<file path="src/rtl/lock_disp_pkg.sv">
// Shared definitions for the lock display: 7-segment glyphs (active-low, g..a)
// and the mode encodings recovered from a scanned frame.
package lock_disp_pkg;

    typedef enum logic [1:0] {
        MODE_LOC  = 2'b00,
        MODE_UNLC = 2'b01,
        MODE_PAUS = 2'b10,
        MODE_UNK  = 2'b11
    } disp_mode_e;

    localparam logic [6:0] GLYPH_C = 7'b1000110;
    localparam logic [6:0] GLYPH_O = 7'b1000000;
    localparam logic [6:0] GLYPH_L = 7'b1000111;
    localparam logic [6:0] GLYPH_U = 7'b1000001;
    localparam logic [6:0] GLYPH_N = 7'b0101011;
    localparam logic [6:0] GLYPH_S = 7'b0010010;
    localparam logic [6:0] GLYPH_A = 7'b0001000;
    localparam logic [6:0] GLYPH_P = 7'b0001100;

    // d0 content is ignored for LOC; only its blank state matters
    function automatic disp_mode_e decode_mode(input logic [6:0] d3, input logic [6:0] d2,
                                               input logic [6:0] d1, input logic [6:0] d0,
                                               input logic blank0);
        if (d3 == GLYPH_L && d2 == GLYPH_O && d1 == GLYPH_C && blank0)
            return MODE_LOC;
        if (d3 == GLYPH_U && d2 == GLYPH_N && d1 == GLYPH_L && d0 == GLYPH_C && !blank0)
            return MODE_UNLC;
        if (d3 == GLYPH_P && d2 == GLYPH_A && d1 == GLYPH_U && d0 == GLYPH_S && !blank0)
            return MODE_PAUS;
        return MODE_UNK;
    endfunction

endpackage

</file>
<file path="src/rtl/disp_stable_filter.sv">
// Two-flop synchronizer plus stability counter; o_fire pulses once per settled value,
// on the clock the counter holds STABLE_CYCLES-1, with o_data carrying that value.
module disp_stable_filter #(
    parameter int               WIDTH         = 11,
    parameter int               STABLE_CYCLES = 16,
    parameter logic [WIDTH-1:0] RST_VAL       = '1
) (
    input  logic             clk,
    input  logic             rst_n,
    input  logic [WIDTH-1:0] i_data,
    output logic [WIDTH-1:0] o_data,
    output logic             o_fire
);

    localparam int CW = (STABLE_CYCLES > 1) ? $clog2(STABLE_CYCLES) : 1;
    localparam logic [CW-1:0] CNT_MAX = CW'(STABLE_CYCLES - 1);

    logic [WIDTH-1:0] r_meta;
    logic [WIDTH-1:0] r_sync;
    logic [CW-1:0]    r_cnt;
    logic             r_fire;
    logic             w_change;
    logic [CW-1:0]    w_cnt_next;

    assign w_change = (r_meta != r_sync);

    always_comb begin
        w_cnt_next = r_cnt;
        if (w_change)
            w_cnt_next = '0;
        else if (r_cnt != CNT_MAX)
            w_cnt_next = r_cnt + CW'(1);
    end

    always_ff @(posedge clk or negedge rst_n) begin
        if (!rst_n) begin
            r_meta <= RST_VAL;
            r_sync <= RST_VAL;
            r_cnt  <= '0;
            r_fire <= 1'b0;
        end else begin
            r_meta <= i_data;
            r_sync <= r_meta;
            r_cnt  <= w_cnt_next;
            // fire only on the transition into saturation, never while parked there
            r_fire <= (w_cnt_next == CNT_MAX) && (w_change || r_cnt != CNT_MAX);
        end
    end

    assign o_data = r_sync;
    assign o_fire = r_fire;

endmodule

</file>
<file path="src/rtl/disp_scan_decoder.sv">
// Recovers digit patterns from a multiplexed 4-digit 7-segment scan, assembles frames
// on the digit-3 capture and decodes the lock mode shown on the display.
module disp_scan_decoder
    import lock_disp_pkg::*;
#(
    parameter int STABLE_CYCLES = 16,
    parameter int FRAME_TIMEOUT = 2000000
) (
    input  logic        clk,
    input  logic        rst_n,
    input  logic [3:0]  anodes,
    input  logic [6:0]  cathodes,
    output logic [27:0] digit_seg,
    output logic [3:0]  digit_blank,
    output logic        frame_valid,
    output logic [1:0]  mode,
    output logic        mode_valid,
    output logic        stale,
    output logic        err_multi,
    output logic [7:0]  frame_count
);

    localparam int TW = $clog2(FRAME_TIMEOUT + 1);
    localparam logic [TW-1:0] TMO_MAX = TW'(FRAME_TIMEOUT);

    logic [10:0]     w_smp;
    logic            w_fire;
    logic [3:0]      w_an;
    logic [6:0]      w_ca;
    logic [2:0]      w_nlow;
    logic [1:0]      w_idx;

    logic [3:0][6:0] r_slot;
    logic [2:0]      r_seen;
    logic            r_done;
    logic            r_any;
    logic [TW-1:0]   r_tmo;

    disp_stable_filter #(
        .WIDTH         (11),
        .STABLE_CYCLES (STABLE_CYCLES),
        .RST_VAL       (11'h7FF)
    ) u_filter (
        .clk    (clk),
        .rst_n  (rst_n),
        .i_data ({anodes, cathodes}),
        .o_data (w_smp),
        .o_fire (w_fire)
    );

    assign w_an = w_smp[10:7];
    assign w_ca = w_smp[6:0];

    always_comb begin
        w_nlow = '0;
        w_idx  = '0;
        for (int i = 0; i < 4; i++) begin
            if (!w_an[i]) begin
                w_nlow = w_nlow + 3'd1;
                w_idx  = 2'(i);
            end
        end
    end

    always_ff @(posedge clk or negedge rst_n) begin
        if (!rst_n) begin
            r_slot      <= '1;
            r_seen      <= '0;
            r_done      <= 1'b0;
            r_any       <= 1'b0;
            r_tmo       <= '0;
            digit_seg   <= '1;
            digit_blank <= 4'hF;
            frame_valid <= 1'b0;
            mode        <= MODE_UNK;
            err_multi   <= 1'b0;
            frame_count <= '0;
        end else begin
            frame_valid <= 1'b0;
            err_multi   <= 1'b0;
            r_done      <= 1'b0;

            if (r_done) begin
                digit_seg   <= r_slot;
                digit_blank <= {1'b0, ~r_seen};
                frame_valid <= 1'b1;
                frame_count <= frame_count + 8'd1;
                mode        <= decode_mode(r_slot[3], r_slot[2], r_slot[1], r_slot[0], ~r_seen[0]);
                r_seen      <= '0;
                r_tmo       <= '0;
                r_any       <= 1'b1;
            end else if (r_tmo != TMO_MAX) begin
                r_tmo <= r_tmo + TW'(1);
            end

            // placed after the frame-completion clear so a same-clock capture still sticks
            if (w_fire) begin
                if (w_nlow == 3'd1) begin
                    r_slot[w_idx] <= w_ca;
                    case (w_idx)
                        2'd0:    r_seen[0] <= 1'b1;
                        2'd1:    r_seen[1] <= 1'b1;
                        2'd2:    r_seen[2] <= 1'b1;
                        default: r_done    <= r_seen[1] & r_seen[2];
                    endcase
                end else if (w_nlow > 3'd1) begin
                    err_multi <= 1'b1;
                end
            end
        end
    end

    assign stale      = (r_tmo == TMO_MAX);
    assign mode_valid = r_any & ~stale;

endmodule

</file>
<file path="config.mk">
export PLATFORM = sky130hd
export DESIGN_NAME = disp_scan_decoder
export DESIGN_NICKNAME = d
export VERILOG_FILES = /design/src/rtl/lock_disp_pkg.sv /design/src/rtl/disp_stable_filter.sv /design/src/rtl/disp_scan_decoder.sv
export SDC_FILE = /design/constraint.sdc
export NUM_CORES = 1
export LEC_CHECK = 0
export CAP_MARGIN = 20
export CORE_UTILIZATION = 38
export CTS_BUF_LIST = sky130_fd_sc_hd__clkbuf_4 sky130_fd_sc_hd__clkbuf_8
export DETAILED_ROUTE_END_ITERATION = 16
export SYNTH_ARGS = -nofsm -noshare
export SYNTH_HDL_FRONTEND = slang
export SYNTH_SLANG_ARGS = --single-unit
</file>
<file path="constraint.sdc">
create_clock -name clk -period 6.8 [get_ports clk]
set_input_delay 1.7 -clock clk [delete_from_list [all_inputs] [get_ports clk]]
set_output_delay 1.7 -clock clk [all_outputs]
set_load 0.02 [all_outputs]
</file>
Word-level counts from Yosys, hierarchy flattened
Index checks and enable logic that the tools add are counted.
Widths: inputs -> output; s select.
{"block": "word_totals", "register_bits": 125, "latch_bits": 0, "mem_bits_rw": 0, "rom_bits": 0, "input_bits": 13, "output_inout_bits": 46, "word_cells": 111, "memories": 0}
{"block": "classes", "addsub": 6, "multipliers": 0, "n_div": 0, "magnitude_cmp": 3, "eq_ne": 19, "n_shift": 0, "n_mux": 42, "bitwise": 5, "reduce_logical": 18}
{"operator": "$eq 7x7->1 const B", "count": 7}
{"operator": "$mux 21", "count": 2}
{"operator": "$bwmux 28", "count": 1}
{"operator": "$add 21x1->21 const B", "count": 1}
{"operator": "$eq 21x21->1 const B", "count": 1}
{"operator": "$mux 1", "count": 21}
{"operator": "$ne 21x21->1 const B", "count": 1}
{"operator": "$mux 3", "count": 6}
{"operator": "$mux 2", "count": 8}
{"operator": "$demux 7 s2", "count": 1}
{"operator": "$eq 7x4->1 const B", "count": 2}
{"operator": "$logic_and 1x1->1", "count": 13}
{"operator": "$ne 11x11->1", "count": 1}
{"operator": "$add 3x1->3 const B", "count": 3}
{"operator": "$add 8x1->8 const B", "count": 1}
{"operator": "$mux 4", "count": 2}
{"operator": "$eq 7x5->1 const B", "count": 1}
{"operator": "$eq 7x6->1 const B", "count": 1}
{"operator": "$mux 7", "count": 1}
{"operator": "$add 4x1->4 const B", "count": 1}
{"operator": "$eq 4x4->1 const B", "count": 1}
{"operator": "$ne 4x4->1 const B", "count": 1}
{"operator": "$eq 3x1->1 const B", "count": 1}
{"operator": "$gt 3x1->1 const B", "count": 1}
{"operator": "other kinds (12)", "count": 14}

Depth between registers and ports, before layout
{"block": "depth", "ltp_word": 14, "mapped_depth": 9, "ltp_nobuf": 9}

Cells and area by module
Synthesis repeated with hierarchy kept, for this count alone.
{"block": "hier_totals", "cells_unflattened": 387, "hier_area_um2": 5267.6}
{"mod": "disp_scan_decoder", "n_inst": 1, "cells_each": 330, "area_each_um2": 4325.4, "seq_area_each_um2": 2529.9}
{"mod": "disp_stable_filter", "n_inst": 1, "cells_each": 57, "area_each_um2": 942.2, "seq_area_each_um2": 703.2}

Worst setup path before layout
No wires, ideal clock.
{"block": "synth_timing", "path_kind": "flip-flop to output port", "startpoint": "register r_tmo[0]", "endpoint": "output mode_valid", "arrival_time_ns": 1.519, "required_ns": 5.100, "slack_ns": 3.581, "path_stages_with_launch": 7, "path_buffers": 0, "path_cell_list": "dfrtp_1 -> inv_1 -> ha_1 -> nand2_1 -> or3_1 -> nor2_1 -> nor2b_1"}
{"block": "synth_between", "elab_chain_cells": 3}
{"element": "start: declaration", "line": "disp_scan_decoder.sv:37", "text": "logic [TW-1:0] r_tmo;"}
{"element": "start signal: assignment", "line": "disp_scan_decoder.sv:93", "text": "r_tmo <= r_tmo + TW'(1);"}
{"element": "$eq 21x21->1", "line": "disp_scan_decoder.sv:113", "text": "assign stale = (r_tmo == TMO_MAX);"}
{"element": "net stale", "line": "disp_scan_decoder.sv:18", "text": "output logic stale,"}
{"element": "$not 1->1", "line": "disp_scan_decoder.sv:114", "text": "assign mode_valid = r_any & ~stale;"}
{"element": "$and 1x1->1", "line": "disp_scan_decoder.sv:114"}
{"element": "end: declaration", "line": "disp_scan_decoder.sv:17", "text": "output logic mode_valid,"}
The timed path passes the listed nets, and every way through them passes these cells.

Worst setup path in the final report
{"block": "layout_timing", "startpoint": "register r_tmo[6]", "endpoint": "output stale"}
{"block": "layout_between", "elab_chain_cells": 1}
{"element": "$eq 21x21->1", "line": "disp_scan_decoder.sv:113"}
{"element": "end: declaration", "line": "disp_scan_decoder.sv:18"}
Every way passes these cells.

==> flow_metrics.tcl <==
set metrics [dict create \
    cts_tree "built" \
    hp-start "u_filter.r_meta[1]" \
    remaining_drc_errors 0 \
    yosysUniqueCellTypes 45 \
    async_reset_ff_share_pct 100 \
    ys_ff_latch 125 \
    grt.overflow.total 0 \
    power_density_mw_per_mm2 235 \
    leakage_uw 0.00264 \
    grt_pass1_wl_microns 17300 \
    reg2reg_from "u_filter.o_data[8]" \
    drv_cap 0 \
    synth_top_area_cell "dfstp_2" \
    layout_common_cells "dfstp_2 (84), mux2_2 (60), clkdlybuf4s50_1 (57)" \
    path_class "reg -> out" \
    numCtsBuffers 17 \
    synth_edf_count 0 \
    hold-path-endpoint "u_filter.o_data[1]" \
    drv_slew 0 \
    totalNegativeSetupSlack_ns 0 \
    fill_cells 1243 \
    die_h_microns 120 \
    syn-num-nets 419 \
    row_count 42 \
    r2r_slack_ns 3.92 \
    diodes 0 \
    cts_root_buffer "clkbuf_8" \
    nets 487 \
    routedWlPerCell_microns 15.5 \
    drt_iter0_drc 115 \
    synth_top_area_share_pct 41.9 \
    synth_ff_type "dfstp_2" \
    drive_gt1_share_pct 38.6 \
    tightestPinTransition_ns 0.856 \
    hold_violations 0 \
    clk_latency_ns 0.43 \
    track_usage_pct 15.7 \
    end_kind "primary output" \
    syn_to_final_growth_pct 23.2 \
    placeableCoreArea_sq_mm 0.0134 \
    worstSetupStartpointType "flop" \
    antenna_found_initial 0 \
    vias 3279 \
    worst-r2r-cell-count 8 \
    cts_hold_buf 0 \
    firstDrtPassIters 4 \
    drt-vias-per-instance 5.01 \
    final_common_cell "dfstp_2" \
    fmax_ghz 0.251 \
    die_w_microns 120 \
    port_buffers 58 \
    finalCritPeriodShare_pct 58.6 \
    yosysWarnings 0 \
    wl_microns 10100 \
    htree_levels 4 \
    hold_path.class "reg -> reg" \
    fin_skew_ns 0.00783 \
    yosysSeqAreaShare_pct 61.3 \
    initial_core_util_pct 39.3 \
    finalSetupViolations 0 \
    cp_data_arrival_time_ns 2.28 \
    path_max_fanout 4 \
    avgSynthCellArea_sq_um 13.2 \
    grt_pass1_vias 3436 \
    ant_nets 0 \
    r2r-end "r_slot[26]" \
    setup_ws_ns 2.82 \
    ios 59 \
    slew_headroom_pct 43.0 \
    cts.reportedPaths.clkPinSlew_ns 0.07 \
    min_period_ns 3.98 \
    status "complete, no violations" \
    synth.area.top_cells "dfstp_2 (42%), dfrtp_1 (19%), mux2_2 (13%)" \
    worstPathRequired_ns 5.10 \
    cts_num_sinks 125 \
    min_path_cells 0 \
    grt_max_degree 68 \
    postCtsSetupRepairBufs 0 \
    syn-instance-count 399 \
    gp_congestion 0.803 \
    synth_area_sq_mm 0.00527 \
    cts_buffer_depth 2 \
    dp_slack_ns 3.24 \
    rsz0062_at_grt "false" \
    peakVddDrop_mv 0.128 \
    cts_resized 0 \
    die_area_sq_mm 0.0143 \
    hpwl_microns 7020 \
]
-- final cells by class --
cell class | count | area [sq um] | area share, %
tap | 176 | 220 | 3.39
inverter | 11 | 41.3 | 0.636
clock buffer | 22 | 297 | 4.57
clock inverter | 9 | 155 | 2.39
timing repair buffer | 60 | 593 | 9.13
sequential | 125 | 3230 | 49.8
multi-input combinational | 252 | 1950 | 30.1
-- logic make-up (layout without fill, tap and decap cells) --
group / count (synthesis) / in the layout / share of synthesized area (%)
multiplexers: 61 / 61 / 13.0
AND/OR/NAND/NOR: 120 / 120 / 13.4
buffers and inverters: 22 / 102 / 1.61
adder cells (fa/ha/maj): 7 / 7 / 1.66
AO/OA/AOI/OAI: 32 / 32 / 3.63
flip-flops: 125 / 125 / 61.3
XOR/XNOR: 32 / 32 / 5.32
-- per-layer routing --
metal	part of all wire, %	global-route usage, %
met1	47	20.7
met2	48	24.4
met3	3.9	5.18
met4	1.1	5.23
met5	0	0
-- how the worst max path moves through the flow --
stage	to	cells after the start	slack [ns]	start
global placement	stale	4	3.24	r_tmo[5]
floorplan	mode_valid	6	3.58	r_tmo[0]
detailed placement	stale	4	3.24	r_tmo[5]
finish	stale	4	2.82	r_tmo[6]
global route	stale	4	2.60	r_tmo[9]
CTS	stale	4	2.75	r_tmo[6]
-- critical path, cell delays in order (launching register included) --
cell	delay, ns
dfrtp_1	0.45
nor4_1	0.39
nand4_1	0.21
nor2_1	0.19
clkdlybuf4s50_1	0.62
-- sequential cells by signal, indices dropped and copies added, names as in the netlist, 3 cells and up --
| name | cells |
|---|---|
| u_filter.o_data | 11 |
| r_slot | 28 |
| u_filter.r_meta | 11 |
| frame_count | 8 |
| digit_blank | 4 |
| r_seen | 3 |
| digit_seg | 28 |
| r_tmo | 21 |
| u_filter.r_cnt | 4 |
-- Yosys cell counts (2+ instances only) --
master and number:
dfstp_2 84, nor4_1 9, or3_1 6, nor3b_1 2, a21oi_1 10, o31ai_1 4, xor2_1 19, ha_1 7
nor3_1 9, nor4b_1 4, nand4_1 11, dfrtp_1 41, mux2_2 60, nor4bb_1 4, nor2_1 24, nand2_1 14
and3_1 2, inv_1 10, nand3_1 11, or4_1 4, and4_1 2, xnor2_1 13, a21o_1 2, o21ai_0 10
clkbuf_1 8, a31oi_1 2, nor2b_1 8, buf_2 2
-- where the power goes --
part / leakage, uW / internal [uW] / switching (uW)
Sequential: 0.00143 / 758 / 8.44
Clock: 0.000234 / 443 / 280
Combinational: 0.000975 / 13.9 / 22.9
-- metrics by stage --
stage          cells  total power [uW]  area, sq um  hold WS [ns]  util, %
2_1_floorplan    399               789         5270         0.352        -
3_3_place_gp     624               815         6040         0.363     45.1
3_5_place_dp     624               817         6040         0.365     45.1
4_1_cts          655              1550         6490         0.375     48.5
5_1_grt          655              1590         6490         0.379     48.5
6_report         655              1530         6490         0.373     48.5
Power figures use the tool's default switching activity.
